--- src/rtl/spi_pkg.sv ---
// Shared types and constants for the SPI frame slave: FSM states and default frame geometry.
package spi_pkg;

   localparam int FRAME_BITS_DEFAULT = 60;
   localparam int CNT_W = $clog2(FRAME_BITS_DEFAULT + 2);

   typedef enum logic [1:0] {
      IDLE  = 2'd0,
      SHIFT = 2'd1,
      DONE  = 2'd2
   } spi_state_e;

endpackage

--- src/rtl/spi_sync_edge.sv ---
// Multi-flop synchroniser for one asynchronous pin, plus a single history flop
// that turns level changes into one-cycle rise/fall pulses in the SYSCLK domain.
module spi_sync_edge #(
   parameter int   STAGES = 2,
   parameter logic INIT   = 1'b0
) (
   input  logic clk_i,
   input  logic reset_i,
   input  logic async_i,
   output logic level_o,
   output logic rise_o,
   output logic fall_o
);

   logic [STAGES-1:0] syncChain_q;
   logic              prev_q;

   // Reset to the pin's idle level so leaving reset never fakes an edge.
   always_ff @(posedge clk_i) begin
      if (reset_i) begin
         syncChain_q <= {STAGES{INIT}};
         prev_q      <= INIT;
      end else begin
         syncChain_q <= {syncChain_q[STAGES-2:0], async_i};
         prev_q      <= syncChain_q[STAGES-1];
      end
   end

   assign level_o = syncChain_q[STAGES-1];
   assign rise_o  = syncChain_q[STAGES-1] & ~prev_q;
   assign fall_o  = ~syncChain_q[STAGES-1] & prev_q;

endmodule

--- src/rtl/spi_frame_slave.sv ---
// SPI mode-0 frame slave: oversamples the serial pins in SYSCLK, deserialises MSB-first
// frames, holds the last good one in a shadow and loads it onto data on the LDB strobe.
module spi_frame_slave
   import spi_pkg::*;
#(
   parameter int FRAME_BITS  = FRAME_BITS_DEFAULT,
   parameter int SYNC_STAGES = 2
) (
   input  logic                  SYSCLK,
   input  logic                  reset,
   input  logic                  SPI_CLK,
   input  logic                  CSB,
   input  logic                  SPI_SDI,
   input  logic                  SPI_LDB,
   output logic                  SPI_SDO,
   output logic [FRAME_BITS-1:0] data,
   output logic                  frame_valid,
   output logic                  frame_err
);

   localparam int CntW = $clog2(FRAME_BITS + 2);
   localparam logic [CntW-1:0] CntFull = CntW'(FRAME_BITS);
   localparam logic [CntW-1:0] CntMax  = CntW'(FRAME_BITS + 1);

   logic clkLevel, clkRise, clkFall;
   logic csLevel, csRise, csFall;
   logic sdiLevel, sdiRise, sdiFall;
   logic ldLevel, ldRise, ldFall;
   logic unusedSync;

   spi_sync_edge #(.STAGES(SYNC_STAGES), .INIT(1'b0)) uClkSync (
      .clk_i(SYSCLK), .reset_i(reset), .async_i(SPI_CLK),
      .level_o(clkLevel), .rise_o(clkRise), .fall_o(clkFall));

   spi_sync_edge #(.STAGES(SYNC_STAGES), .INIT(1'b1)) uCsSync (
      .clk_i(SYSCLK), .reset_i(reset), .async_i(CSB),
      .level_o(csLevel), .rise_o(csRise), .fall_o(csFall));

   // SDI uses the same depth as SPI_CLK so the level seen at clkRise is the bit at the pin edge.
   spi_sync_edge #(.STAGES(SYNC_STAGES), .INIT(1'b0)) uSdiSync (
      .clk_i(SYSCLK), .reset_i(reset), .async_i(SPI_SDI),
      .level_o(sdiLevel), .rise_o(sdiRise), .fall_o(sdiFall));

   spi_sync_edge #(.STAGES(SYNC_STAGES), .INIT(1'b1)) uLdSync (
      .clk_i(SYSCLK), .reset_i(reset), .async_i(SPI_LDB),
      .level_o(ldLevel), .rise_o(ldRise), .fall_o(ldFall));

   assign unusedSync = ^{clkLevel, csLevel, sdiRise, sdiFall, ldLevel, ldRise};

   spi_state_e            state_q, state_d;
   logic [FRAME_BITS-1:0] rxShift_q, rxShift_d;
   logic [FRAME_BITS-1:0] txShift_q, txShift_d;
   logic [FRAME_BITS-1:0] shadow_q, shadow_d;
   logic [FRAME_BITS-1:0] data_q, data_d;
   logic [CntW-1:0]       bitCnt_q, bitCnt_d;
   logic                  sdo_q, sdo_d;
   logic                  frameValid_q, frameValid_d;
   logic                  frameErr_q, frameErr_d;
   logic                  acceptNow;

   always_ff @(posedge SYSCLK) begin
      if (reset) begin
         state_q      <= IDLE;
         rxShift_q    <= '0;
         txShift_q    <= '0;
         shadow_q     <= '0;
         data_q       <= '0;
         bitCnt_q     <= '0;
         sdo_q        <= 1'b0;
         frameValid_q <= 1'b0;
         frameErr_q   <= 1'b0;
      end else begin
         state_q      <= state_d;
         rxShift_q    <= rxShift_d;
         txShift_q    <= txShift_d;
         shadow_q     <= shadow_d;
         data_q       <= data_d;
         bitCnt_q     <= bitCnt_d;
         sdo_q        <= sdo_d;
         frameValid_q <= frameValid_d;
         frameErr_q   <= frameErr_d;
      end
   end

   assign acceptNow = (state_q == DONE) && (bitCnt_q == CntFull);

   always_comb begin
      state_d      = state_q;
      rxShift_d    = rxShift_q;
      txShift_d    = txShift_q;
      shadow_d     = shadow_q;
      data_d       = data_q;
      bitCnt_d     = bitCnt_q;
      sdo_d        = sdo_q;
      frameValid_d = 1'b0;
      frameErr_d   = 1'b0;

      case (state_q)
         IDLE: begin
            sdo_d = 1'b0;
            if (csFall) begin
               state_d   = SHIFT;
               bitCnt_d  = '0;
               txShift_d = data_q;
               sdo_d     = data_q[FRAME_BITS-1];
            end
         end
         SHIFT: begin
            if (clkRise) begin
               rxShift_d = {rxShift_q[FRAME_BITS-2:0], sdiLevel};
               if (bitCnt_q != CntMax) begin
                  bitCnt_d = bitCnt_q + 1'b1;
               end
            end
            // The first bit is already on SDO from chip-select; only later falls advance it.
            if (clkFall && (bitCnt_q != '0)) begin
               txShift_d = {txShift_q[FRAME_BITS-2:0], 1'b0};
               sdo_d     = txShift_q[FRAME_BITS-2];
            end
            if (csRise) begin
               state_d = DONE;
            end
         end
         DONE: begin
            if (bitCnt_q == CntFull) begin
               shadow_d     = rxShift_q;
               frameValid_d = 1'b1;
            end else begin
               frameErr_d = 1'b1;
            end
            if (csFall) begin
               state_d   = SHIFT;
               bitCnt_d  = '0;
               txShift_d = data_q;
               sdo_d     = data_q[FRAME_BITS-1];
            end else begin
               state_d = IDLE;
            end
         end
         default: begin
            state_d = IDLE;
         end
      endcase

      // A load coinciding with acceptance must see the frame that is landing in the shadow now.
      if (ldFall) begin
         data_d = acceptNow ? rxShift_q : shadow_q;
      end
   end

   assign SPI_SDO     = sdo_q;
   assign data        = data_q;
   assign frame_valid = frameValid_q;
   assign frame_err   = frameErr_q;

endmodule

--- config.mk ---
export PLATFORM = sky130hd
export DESIGN_NAME = spi_frame_slave
export DESIGN_NICKNAME = d
export VERILOG_FILES = /design/src/rtl/spi_pkg.sv /design/src/rtl/spi_sync_edge.sv /design/src/rtl/spi_frame_slave.sv
export SDC_FILE = /design/constraint.sdc
export NUM_CORES = 1
export LEC_CHECK = 0
export CORE_MARGIN = 3
export CORE_UTILIZATION = 60
export CTS_CLUSTER_DIAMETER = 40
export CTS_CLUSTER_SIZE = 25
export DETAILED_ROUTE_END_ITERATION = 8
export DONT_BUFFER_PORTS = 1
export HOLD_SLACK_MARGIN = 0.12
export MAX_ROUTING_LAYER = met4
export PLACE_DENSITY = 0.83
export REMOVE_ABC_BUFFERS = 1
export SETUP_SLACK_MARGIN = 0.1
export SYNTH_ARGS = -nofsm -noshare
export SYNTH_HDL_FRONTEND = slang
export SYNTH_HIERARCHICAL = 1
export SYNTH_SLANG_ARGS = --single-unit
--- constraint.sdc ---
create_clock -name SYSCLK -period 3.9 [get_ports SYSCLK]
set_input_delay 0.39 -clock SYSCLK [delete_from_list [all_inputs] [get_ports SYSCLK]]
set_output_delay 0.39 -clock SYSCLK [all_outputs]
set_load 0.005 [all_outputs]
==> results of run 1 <==
-- path summary, 6_finish.rpt --
check                                               to  cells past startpoint              startpoint  slack [ps]
worst max-delay path                     txShift_q[56]                      8              state_q[0]         270
worst min-delay path                       bitCnt_q[4]                      3                   reset         130
worst max register to register           txShift_q[56]                      8              state_q[0]         270
worst min register to register  uLdSync/syncChain_q[1]                      1  uLdSync/syncChain_q[0]         410
-- state kept, by name, indices dropped and copies added (netlist names), 6 cells and up --
signal and cells:
txShift_q 59, shadow_q 60, data 60, rxShift_q 60
bitCnt_q 6
-- metal layers --
| metal | part of all wire (%) | vias up | global-route usage (%) |
|---|---|---|---|
| li1 | - | 3771 | - |
| met1 | 41 | 3776 | 32.6 |
| met2 | 49 | 237 | 44.2 |
| met3 | 5.5 | 88 | 4.76 |
| met4 | 3.7 | 0 | 11.7 |
| met5 | 0 | - | - |
-- power by group through the flow --
stage	clock network, mW	registers (mW)	logic [mW]
6_report	2.90	2.85	0.405
3_5_place_dp	0	2.91	0.318
2_1_floorplan	0	2.88	0.251
5_1_grt	3.04	2.86	0.448
3_3_place_gp	0	2.90	0.305
4_1_cts	2.93	2.85	0.393
-- critical path, cell delays in order, from the launching register on --
cell and delay [ps]:
dfxtp_2 780, inv_1 210, ha_1 350, or2_1 280, nand2b_2 80, and2_2 530, buf_4 510, a311oi_1 160
dlygate4sd3_1 600
-- layout by cell type (no fill, tap or decap), drive strengths merged, types with 5 or more instances in the layout --
master and n:
a211oi 97, inv 25, mux2i 97, dfxtp 261
nor2b 11, dlygate4sd3 78, or2 7, nand2 167
a21oi 123, nor2 124, nand3 5, clkinv 8
a311oi 24, buf 12, clkbuf 30, ha 9
-- cell type report --
class	count	share of cell area [%]
multi-input combinational	699	36.3
clock buffer	30	6.38
sequential	261	44.4
clock inverter	26	2.63
inverter	9	0.287
tap	216	2.30
timing repair buffer	90	7.68
==> results.toml, run 1 <==
[status]
status = "complete, no violations"

[layout]
multi_input_area_mm2 = 0.00427
fin_area_mm2 = 0.0118
drive_above_1_share_pct = 8.88
postLayoutCoreUtil_pct = 73.5
nets = 1106
diodes = 0
area_growth_pct = 19.1
fill_cells = 1086
layout.cells.non_filler = 1331
seq_area_mm2 = 0.00523

[worst_setup_path]
worstPathArrival_ps = 4080
startpoint_type = "register"
end_kind = "register"
cp_max_fo = 32
critPathKind = "reg -> reg"
worstPathRequired_ps = 4340

[die]
core_area_mm2 = 0.0160
initial_core_util_pct = 61.7
design.die.area_mm2 = 0.0180
io_pins = 69
die_h_um = 134
std_cell_rows = 46
die_w_um = 134

[worst_hold_path]
hold_class = "in -> reg"

[global_routing]
grt_pass1_wl_mm = 39.5
gr-total-overflow = 0
grt_start_max_net_pins = 186
antenna_found_initial = 0
grt_pass1_vias = 7933
grt_use_total_pct = 26.9

[timing]
setup_violations = 0
finalHoldViolCount = 0
max_freq_mhz = 275
setup_slack_ps = 269
fin_skew_ps = 15.7
tightest_slew_ps = 856
timing.slew.headroom_pct = 42.9
maxSlewViolCount = 0
tns_ps = 0
post-route-period-util_pct = 93.1
hold_ws_ps = 129
rsz0062_at_grt = "false"
min_period_ps = 3630

[route]
drt_iter0_markers = 594
detail-route-antenna-nets = 0
drtPass1Iterations = 5
drt_wl_total_mm = 23.7
wl_per_cell_um = 17.8
drc = 0
viasPerCell = 5.91
dr_total_vias = 7872

[power]
p_clk_share_pct = 47.1
leakage_nw = 4.58
seqPwrFrac_pct = 46.3
power.total_mw = 6.16
cellPowerDensity_mw_per_mm2 = 523
vdd_ir_drop_max_v = 0.000419
switchingPower_mw = 1.64
pwr-share-comb_pct = 6.6
switching_share_pct = 26.7
internal_power_mw = 4.51

[synthesis]
synth_warnings = 6
avgSynthCellArea_um2 = 9.32
syn_area_mm2 = 0.00988
syn_inst = 1060

[clocking]
cts_sinks = 261
cts_hold_buffers = 79
cts_tree = "built"
cts_setup_buffers = 0
post_cts_resize_count = 0
h-tree-depth = 1
clk_pin_slew_ps = 70
clock_path_buffers = 3
numCtsBuffers = 30
clk-insertion-delay-late_ps = 560
cts_root_buf = "clkbuf_16"

[place]
place_hpwl_mm = 11.7
place_ws_ps = 940
placed_cell_area_mm2 = 0.00989
gp_routability_congestion = 0.797
placedCellCount = 1196
port_buffers = 0

[job]
maxCapViolCount = 0
Power figures use the tool's default switching activity.
==> inputs of run 2 (changes only) <==
--- a/config.mk
+++ b/config.mk
@@ -11,6 +11,7 @@
 export CTS_CLUSTER_SIZE = 25
 export DETAILED_ROUTE_END_ITERATION = 8
 export DONT_BUFFER_PORTS = 1
+export GPL_ROUTABILITY_DRIVEN = 1
 export HOLD_SLACK_MARGIN = 0.12
 export MAX_ROUTING_LAYER = met4
 export PLACE_DENSITY = 0.83
==> results of run 2 <==
No change in the layout: final DEF, timing and power equal those of run 1.
